==> src/rtl/instr_encode_loader.sv <==
// instr_encode_loader: encodes MIPS instruction requests and streams them through a FIFO into instruction memory
module instr_encode_loader #(
  parameter int DEPTH = 4,
  parameter int ADDR_W = 32,
  parameter logic [ADDR_W-1:0] BASE_ADDR = '0,
  parameter int MAX_WORDS = 256,
  parameter int CNT_W = 9
) (
  input  logic              clk_i,
  input  logic              rst_i,
  input  logic              flush_i,
  input  logic              op_valid_i,
  output logic              op_ready_o,
  input  logic [2:0]        op_kind_i,
  input  logic [4:0]        rs_i,
  input  logic [4:0]        rt_i,
  input  logic [4:0]        rd_i,
  input  logic [5:0]        funct_i,
  input  logic [15:0]       imm_i,
  input  logic [25:0]       target_i,
  output logic              imem_we_o,
  output logic [ADDR_W-1:0] imem_addr_o,
  output logic [31:0]       imem_data_o,
  input  logic              imem_ready_i,
  output logic [CNT_W-1:0]  wr_count_o,
  output logic              done_o
);
  localparam int PW = $clog2(DEPTH);
  typedef enum logic [1:0] {LOAD, DRAIN, DONE} state_t;
  state_t state, state_n;
  logic [31:0] mem [DEPTH];
  logic [PW-1:0] wptr, rptr;
  logic [PW:0] occ;
  logic [CNT_W-1:0] acc_cnt, wr_cnt, acc_n, wr_n;
  logic [31:0] enc_word;
  logic clr, full, empty, push, pop;
  assign clr = rst_i | flush_i;
  assign full = occ == (PW+1)'(DEPTH);
  assign empty = occ == '0;
  assign op_ready_o = !full && acc_cnt < CNT_W'(MAX_WORDS) && !clr;
  assign imem_we_o = !empty && !clr;
  assign push = op_valid_i && op_ready_o;
  assign pop = imem_we_o && imem_ready_i;
  assign imem_data_o = empty ? '0 : mem[rptr];
  assign imem_addr_o = BASE_ADDR + (ADDR_W'(wr_cnt) << 2);
  assign wr_count_o = wr_cnt;
  assign done_o = state == DONE;
  assign acc_n = acc_cnt + CNT_W'(push);
  assign wr_n = wr_cnt + CNT_W'(pop);
  always_comb begin
    enc_word = {6'h02, rs_i, 21'b0};
    case (op_kind_i)
      3'd0: enc_word = {6'h00, rs_i, rt_i, rd_i, 5'b0, funct_i};
      3'd1: enc_word = {6'h23, rs_i, rt_i, imm_i};
      3'd2: enc_word = {6'h2B, rs_i, rt_i, imm_i};
      3'd3: enc_word = {6'h04, rs_i, rt_i, imm_i};
      3'd4: enc_word = {6'h08, rs_i, rt_i, imm_i};
      3'd5: enc_word = {6'h0A, rs_i, rt_i, imm_i};
      3'd6: enc_word = {6'h03, target_i};
      default: enc_word = {6'h02, rs_i, 21'b0};
    endcase
  end
  always_comb begin
    state_n = state;
    case (state)
      LOAD: state_n = wr_n == CNT_W'(MAX_WORDS) ? DONE : acc_n == CNT_W'(MAX_WORDS) ? DRAIN : LOAD;
      DRAIN: state_n = wr_n == CNT_W'(MAX_WORDS) ? DONE : DRAIN;
      default: state_n = DONE;
    endcase
  end
  always_ff @(posedge clk_i) begin
    if (clr) begin
      state <= LOAD;
      wptr <= '0;
      rptr <= '0;
      occ <= '0;
      acc_cnt <= '0;
      wr_cnt <= '0;
    end else begin
      state <= state_n;
      wptr <= wptr + PW'(push);
      rptr <= rptr + PW'(pop);
      occ <= occ + (PW+1)'(push) - (PW+1)'(pop);
      acc_cnt <= acc_n;
      wr_cnt <= wr_n;
    end
  end
  always_ff @(posedge clk_i) begin
    if (push) mem[wptr] <= enc_word;
  end
endmodule

==> config.mk <==
export PLATFORM = sky130hd
export DESIGN_NAME = instr_encode_loader
export DESIGN_NICKNAME = d
export VERILOG_FILES = /design/src/rtl/instr_encode_loader.sv
export SDC_FILE = /design/constraint.sdc
export NUM_CORES = 1
export LEC_CHECK = 0
export CAP_MARGIN = 40
export CORE_ASPECT_RATIO = 0.9
export CORE_MARGIN = 1
export CORE_UTILIZATION = 55
export CTS_CLUSTER_SIZE = 25
export DETAILED_ROUTE_END_ITERATION = 8
export GPL_ROUTABILITY_DRIVEN = 1
export PLACE_DENSITY = 0.88
export SLEW_MARGIN = 10
export SYNTH_ARGS = -nofsm -noshare
export SYNTH_HDL_FRONTEND = slang
export SYNTH_SLANG_ARGS = --single-unit
==> constraint.sdc <==
create_clock -name clk_i -period 13.9 [get_ports clk_i]
set_input_delay 2.78 -clock clk_i [delete_from_list [all_inputs] [get_ports clk_i]]
set_output_delay 2.78 -clock clk_i [all_outputs]
set_load 0.02 [all_outputs]
==> results of run 1 <==
[per-stage QoR]
stage | util | instances | total power [mW]
finish | 0.7206 | 779 | 1.042
global placement | 0.6664 | 743 | 0.5723
detailed placement | 0.6702 | 747 | 0.5762
CTS | 0.7206 | 779 | 1.049
global route | 0.7206 | 779 | 1.069
floorplan | - | 512 | 0.5474
[logic make-up after synthesis]
logic type / after synthesis / share of synthesized area
AO/OA/AOI/OAI: 50 / 0.04944
XOR/XNOR: 19 / 0.02426
adder cells (fa/ha/maj): 9 / 0.01751
buffers and inverters: 67 / 0.05728
flip-flops: 151 / 0.6217
multiplexers: 37 / 0.1115
other: 1 / 0.0005467
AND/OR/NAND/NOR: 155 / 0.1178
[flip-flops by register name, indices dropped and copies added, names as in the netlist]
register,flops
rptr,2
wr_count_o,9
acc_cnt,9
state,2
wptr,2
mem,124
occ,3
[per-layer routing]
layer / up-vias / track usage / wire length, um
met5: - / 0 / 0
met4: 0 / 0.1045 / 316
met3: 27 / 0.06435 / 1201
met2: 228 / 0.3984 / 7377
met1: 2179 / 0.2832 / 5676
li1: 2000 / - / -
[worst reg2reg max path, delay by kind of cell, from the launching register on]
kind                     cells  cell delay (ns)
buffers and inverters        1             0.40
AO/OA/AOI/OAI                1             0.16
AND/OR/NAND/NOR              6             1.15
adder cells (fa/ha/maj)      2             0.50
flip-flops                   1             0.35
XOR/XNOR                     1             0.16
[where the power goes]
part | internal (mW) | total (mW) | leakage [nW] | switching [mW]
combinational | 0.0327 | 0.0699 | 1.32 | 0.0372
sequential | 0.497 | 0.498 | 1.35 | 0.00141
clock | 0.275 | 0.474 | 0.301 | 0.199
total | 0.804 | 1.04 | 2.97 | 0.238
[placed cells by master (no fill, tap or decap), types with 11 or more instances in the layout]
cell type,n
edfxtp_1,124
clkdlybuf4s50_1,122
nand2_1,50
nor2b_1,33
mux4_2,31
nor2_1,25
dfxtp_1,25
conb_1,24
clkbuf_16,17
a31oi_1,13
o21ai_0,12
a221oi_1,11
[cell type report]
cell class | instances | share of cell area
clock buffer | 18 | 0.04912
clock inverter | 14 | 0.02091
inverter | 11 | 0.004726
multi-input combinational | 294 | 0.2646
sequential | 151 | 0.4883
tap | 160 | 0.02291
timing repair buffer | 131 | 0.1494
[final timing paths]
check / slack, ns / start / to
max reg2reg: 11.13 / occ[2] / state[1]
min reg2reg: 0.47 / state[1] / state[0]
max: 6.46 / flush_i / op_ready_o
min: 0.47 / state[1] / state[0]
==> metrics.yaml, run 1 <==
cp.depth: 4
cp.required_ns: 11.12
slowest_stage: "clkdlybuf4s50_1"
wl_per_cell_um: 18.70
fin_skew_ns: 0.009059
cts_hold_buf: 0
post_cts_buffers: 0
netlist_top_cells_count: "edfxtp_1, nand2_1, buf_4, nor2b_1, mux4_2"
io_pins: 147
gp_congestion: 0.7836
cp.arrival_ns: 4.66
crit_family: "buffers and inverters"
rsz0062_at_grt: "false"
power_leakage_nw: 2.968
setup_slack_ns: 6.463
nets: 686
async_flop_share: 0
ys_ff_latch: 151
rows: 38
cts_tree: "done"
dieHeight_um: 107.9
synth_top_cell_area_share: 0.5429
timing_worst_slew_pin_value_ns: 0.8843
yosysTopAreaCell: "edfxtp_1"
grt_start_max_net_pins: 33
final-hold-violation-count: 0
worst_setup_path_end_kind: "primary output"
fin_setup_tns_ns: 0
syn_avg_cell_area_sq_um: 14.03
crit_path_cell_trace: "clkdlybuf4s50_1 > or2_1 > a211oi_2 > clkdlybuf4s50_1"
diodes: 0
grt_pass1_vias: 4347
setup_viol: 0
routed_via_density: 5.692
drc: 0
pre_cts_slack_ns: 6.445
coreArea_sq_um: 12120
power_density_nw_per_um2: 119.2
overflow: 0
dieArea_sq_um: 12920
cp_max_fo: 19
max-slew-margin-rel: 0.4105
placed_area_sq_um: 8125
cp_common_cell: "clkdlybuf4s50_1"
grt_pass1_wl_um: 22250
antenna_found_initial: 0
drive_gt1_frac: 0.1470
slew_viol_final: 0
area_delta_synth_final_pct: 27.38
min_period_ns: 7.437
max_cap_viol_count: 0
netlist_area_sq_um: 6859
syn_inst: 489
synth_cell_types: 49
synth.most_common_cell: "edfxtp_1"
hold_ws_ns: 0.4665
min_period_over_period: 0.5350
ff2ff_path_depth: 11
io_buffer_count: 122
synth-edff-count: 124
first_pass_iters: 5
holdPathStages: 1
ff_latch_area_sq_um: 4267
ir_worst_vdd_mv: 0.08652
yosys_warnings: 0
drtAntennaViolNets: 0
max_freq_ghz: 0.1345
clock_sinks: 151
vias: 4434
initial_utilization: 0.5657
cts-root-buf: "clkbuf_16"
critPathLaunchType: "input pin"
multi_input_area_sq_um: 2312
cts_buffer_depth: 2
status: "completed"
ys_seq_area_frac: 0.6217
clock_latency_ns: 0.42
nFillCells: 758
critPathKind: "input pin to primary output"
numCtsBuffers: 17
cts_resized: 0
htreeDepth: 4
track_usage: 0.2348
synthTopCellsByArea: "edfxtp_1, mux4_2, dfxtp_1, buf_4, nor2b_1"
max_stage_delay_ns: 0.64
final_area_sq_um: 8737
die_w_um: 119.7
finalWirelength_um: 14570
synth_ff_type: "edfxtp_1"
drt_iter0_drc: 401
hold_class: "flip-flop to flip-flop"
dp.final_hpwl_um: 9313
cts.clk_slew.worst_paths_ns: 0.06
worstPathBufferInverterCount: 2
Note: power is estimated with default switching activity, not from simulation.
==> inputs of run 2 (changes only) <==
Settings changed: CORE_UTILIZATION 55 to 46, PLACE_DENSITY 0.88 to 0.79.
Clock period 13.9 ns to 6.3 ns, I/O delays scaled along.
==> run 2 against run 1 <==
Total power grew 110%. Highest routed layer unchanged. Sequential share of layout area decreased by 0.10 points. Count of clock-buffer cells in the layout unchanged. Hold slack worse by 0.00070 ns. Core utilization down 11 points. Combinational power rose by 120%. Global-route usage down 4.5 points. Clock power increased by 99%. Final area rose by 0.21%. Non-clock buffer count is the same.
==> metrics.yaml, run 2 (synthesis gave the netlist of run 1 again) <==
status: "completed"
min_period_over_period: 0.7037
rsz0062_at_grt: "false"
grt_start_max_net_pins: 33  # unchanged
clock_sinks: 151  # unchanged
io_buffer_count: 122  # unchanged
max_freq_ghz: 0.2256
placed_area_sq_um: 8203  # +0.95%
min_period_ns: 4.433
critPathKind: "input pin to primary output"
area_delta_synth_final_pct: 27.65
fin_skew_ns: 0.01187  # +0.002811 ns
crit_family: "buffers and inverters"
vias: 4356  # -1.8%
slowest_stage: "clkdlybuf4s50_1"
nets: 686  # unchanged
worst_setup_path_end_kind: "primary output"
setup_viol: 0  # unchanged
finalPower_mw: 2.193  # +110%
drt_iter0_drc: 280  # -30%
cp_common_cell: "clkdlybuf4s50_1"
power_density_nw_per_um2: 250.5  # +110%
io_pins: 147  # unchanged
fin_setup_tns_ns: 0  # unchanged
dp.final_hpwl_um: 9117  # -2.1%
clock_latency_ns: 0.42  # about the same
numCtsBuffers: 17  # unchanged
drive_gt1_frac: 0.1422  # -0.004847
hold_class: "flip-flop to flip-flop"
cts_resized: 0  # unchanged
antenna_found_initial: 0  # unchanged
power_leakage_nw: 2.951  # -0.57%
cts-root-buf: "clkbuf_16"
htreeDepth: 4  # unchanged
drc: 0  # unchanged
grt_pass1_wl_um: 21820  # -1.9%
track_usage: 0.1899  # -0.04492
cp.required_ns: 5.04  # -6.08 ns
gp_congestion: 0.7733  # -1.3%
final_cell_mix: "edfxtp_1, clkdlybuf4s50_1, nand2_1"
final_area_sq_um: 8756  # +0.21%
cp.arrival_ns: 3.17  # -1.49 ns
diodes: 0  # unchanged
critPathLaunchType: "input pin"
routed_via_density: 5.365  # -5.8%
grt_pass1_vias: 4366  # +0.44%
crit_path_cell_trace: "clkdlybuf4s50_1 > or2_1 > a211oi_2 > clkdlybuf4s50_1"
max_cap_viol_count: 0  # unchanged
dieHeight_um: 117.8  # +9.2%
slew_viol_final: 0  # unchanged
largest-register: "mem"
cts.clk_slew.worst_paths_ns: 0.06  # about the same
worstPathBufferInverterCount: 2  # unchanged
mostFrequentLayoutCell: "edfxtp_1"
cp_max_fo: 19  # unchanged
finalWirelength_um: 13840  # -5.1%
cts_hold_buf: 0  # unchanged
die_w_um: 130.7  # +9.2%
max-slew-margin-rel: 0.5167  # +0.1063
timing_worst_slew_pin_value_ns: 0.7241  # -0.1602 ns
rows: 41  # +7.9%
coreArea_sq_um: 14260  # +18%
post_cts_buffers: 0  # unchanged
overflow: 0  # unchanged
cts_buffer_depth: 2  # unchanged
drtAntennaViolNets: 0  # unchanged
largest_reg_flops: 124  # unchanged
max_stage_delay_ns: 0.65  # about the same
initial_utilization: 0.4810  # -0.08478
final-hold-violation-count: 0  # unchanged
wl_per_cell_um: 17.04  # -8.9%
first_pass_iters: 5  # unchanged
ir_worst_vdd_mv: 0.1893  # +120%
cts_tree: "done"
dieArea_sq_um: 15400  # +19%
run 2: cell types whose count changed in the layout (fill, tap and decap cells not counted), sizes merged:
cell    change
clkinv      +7
inv         -6
bufinv      -1
run 2: where the power goes:
| part | total [mW] | internal [mW] | switching [mW] |
|---|---|---|---|
| Combinational | 0.153 | 0.0715 | 0.0817 |
| Sequential | 1.10 | 1.10 | 0.00252 |
| Clock | 0.942 | 0.546 | 0.396 |
| Total | 2.19 | 1.71 | 0.480 |
run 2: routing by layer:
metal / wire (um) / global-route usage / part of all wire
met5: 0 / 0 / 0
met1: 5693 / 0.2362 / 0.41
met2: 6876 / 0.3142 / 0.50
met3: 1072 / 0.05545 / 0.077
met4: 193 / 0.06466 / 0.014
run 2: layout make-up:
cell class	instances	area, sq um
Clock buffer	18	429.2
Clock inverter	14	123.9
Fill cell	1078	5505
Inverter	11	41.29
Multi-Input combinational cell	294	2312
Sequential cell	151	4267
Tap cell	193	241.5
Timing Repair Buffer	131	1341
run 2: path summary, 6_finish.rpt:
check	endpoint	cells after the start	startpoint	slack [ns]
worst max-delay path	op_ready_o	4	flush_i	1.87
worst min-delay path	state[0]	1	state[1]	0.47
worst min register to register	state[0]	1	state[1]	0.47
worst max register to register	state[1]	11	occ[2]	3.61
run 2: stage by stage:
step / cells / setup WS [ns] / util / hold WS (ns)
finish: 812 / 1.867 / 0.6140 / 0.4658
global route: 812 / 1.777 / 0.6140 / 0.5096
CTS: 812 / 1.869 / 0.6140 / 0.4674
detailed placement: 780 / 1.877 / 0.5752 / 0.4578
global placement: 777 / 1.920 / 0.5699 / 0.4511
floorplan: 512 / 1.223 / - / 0.4305
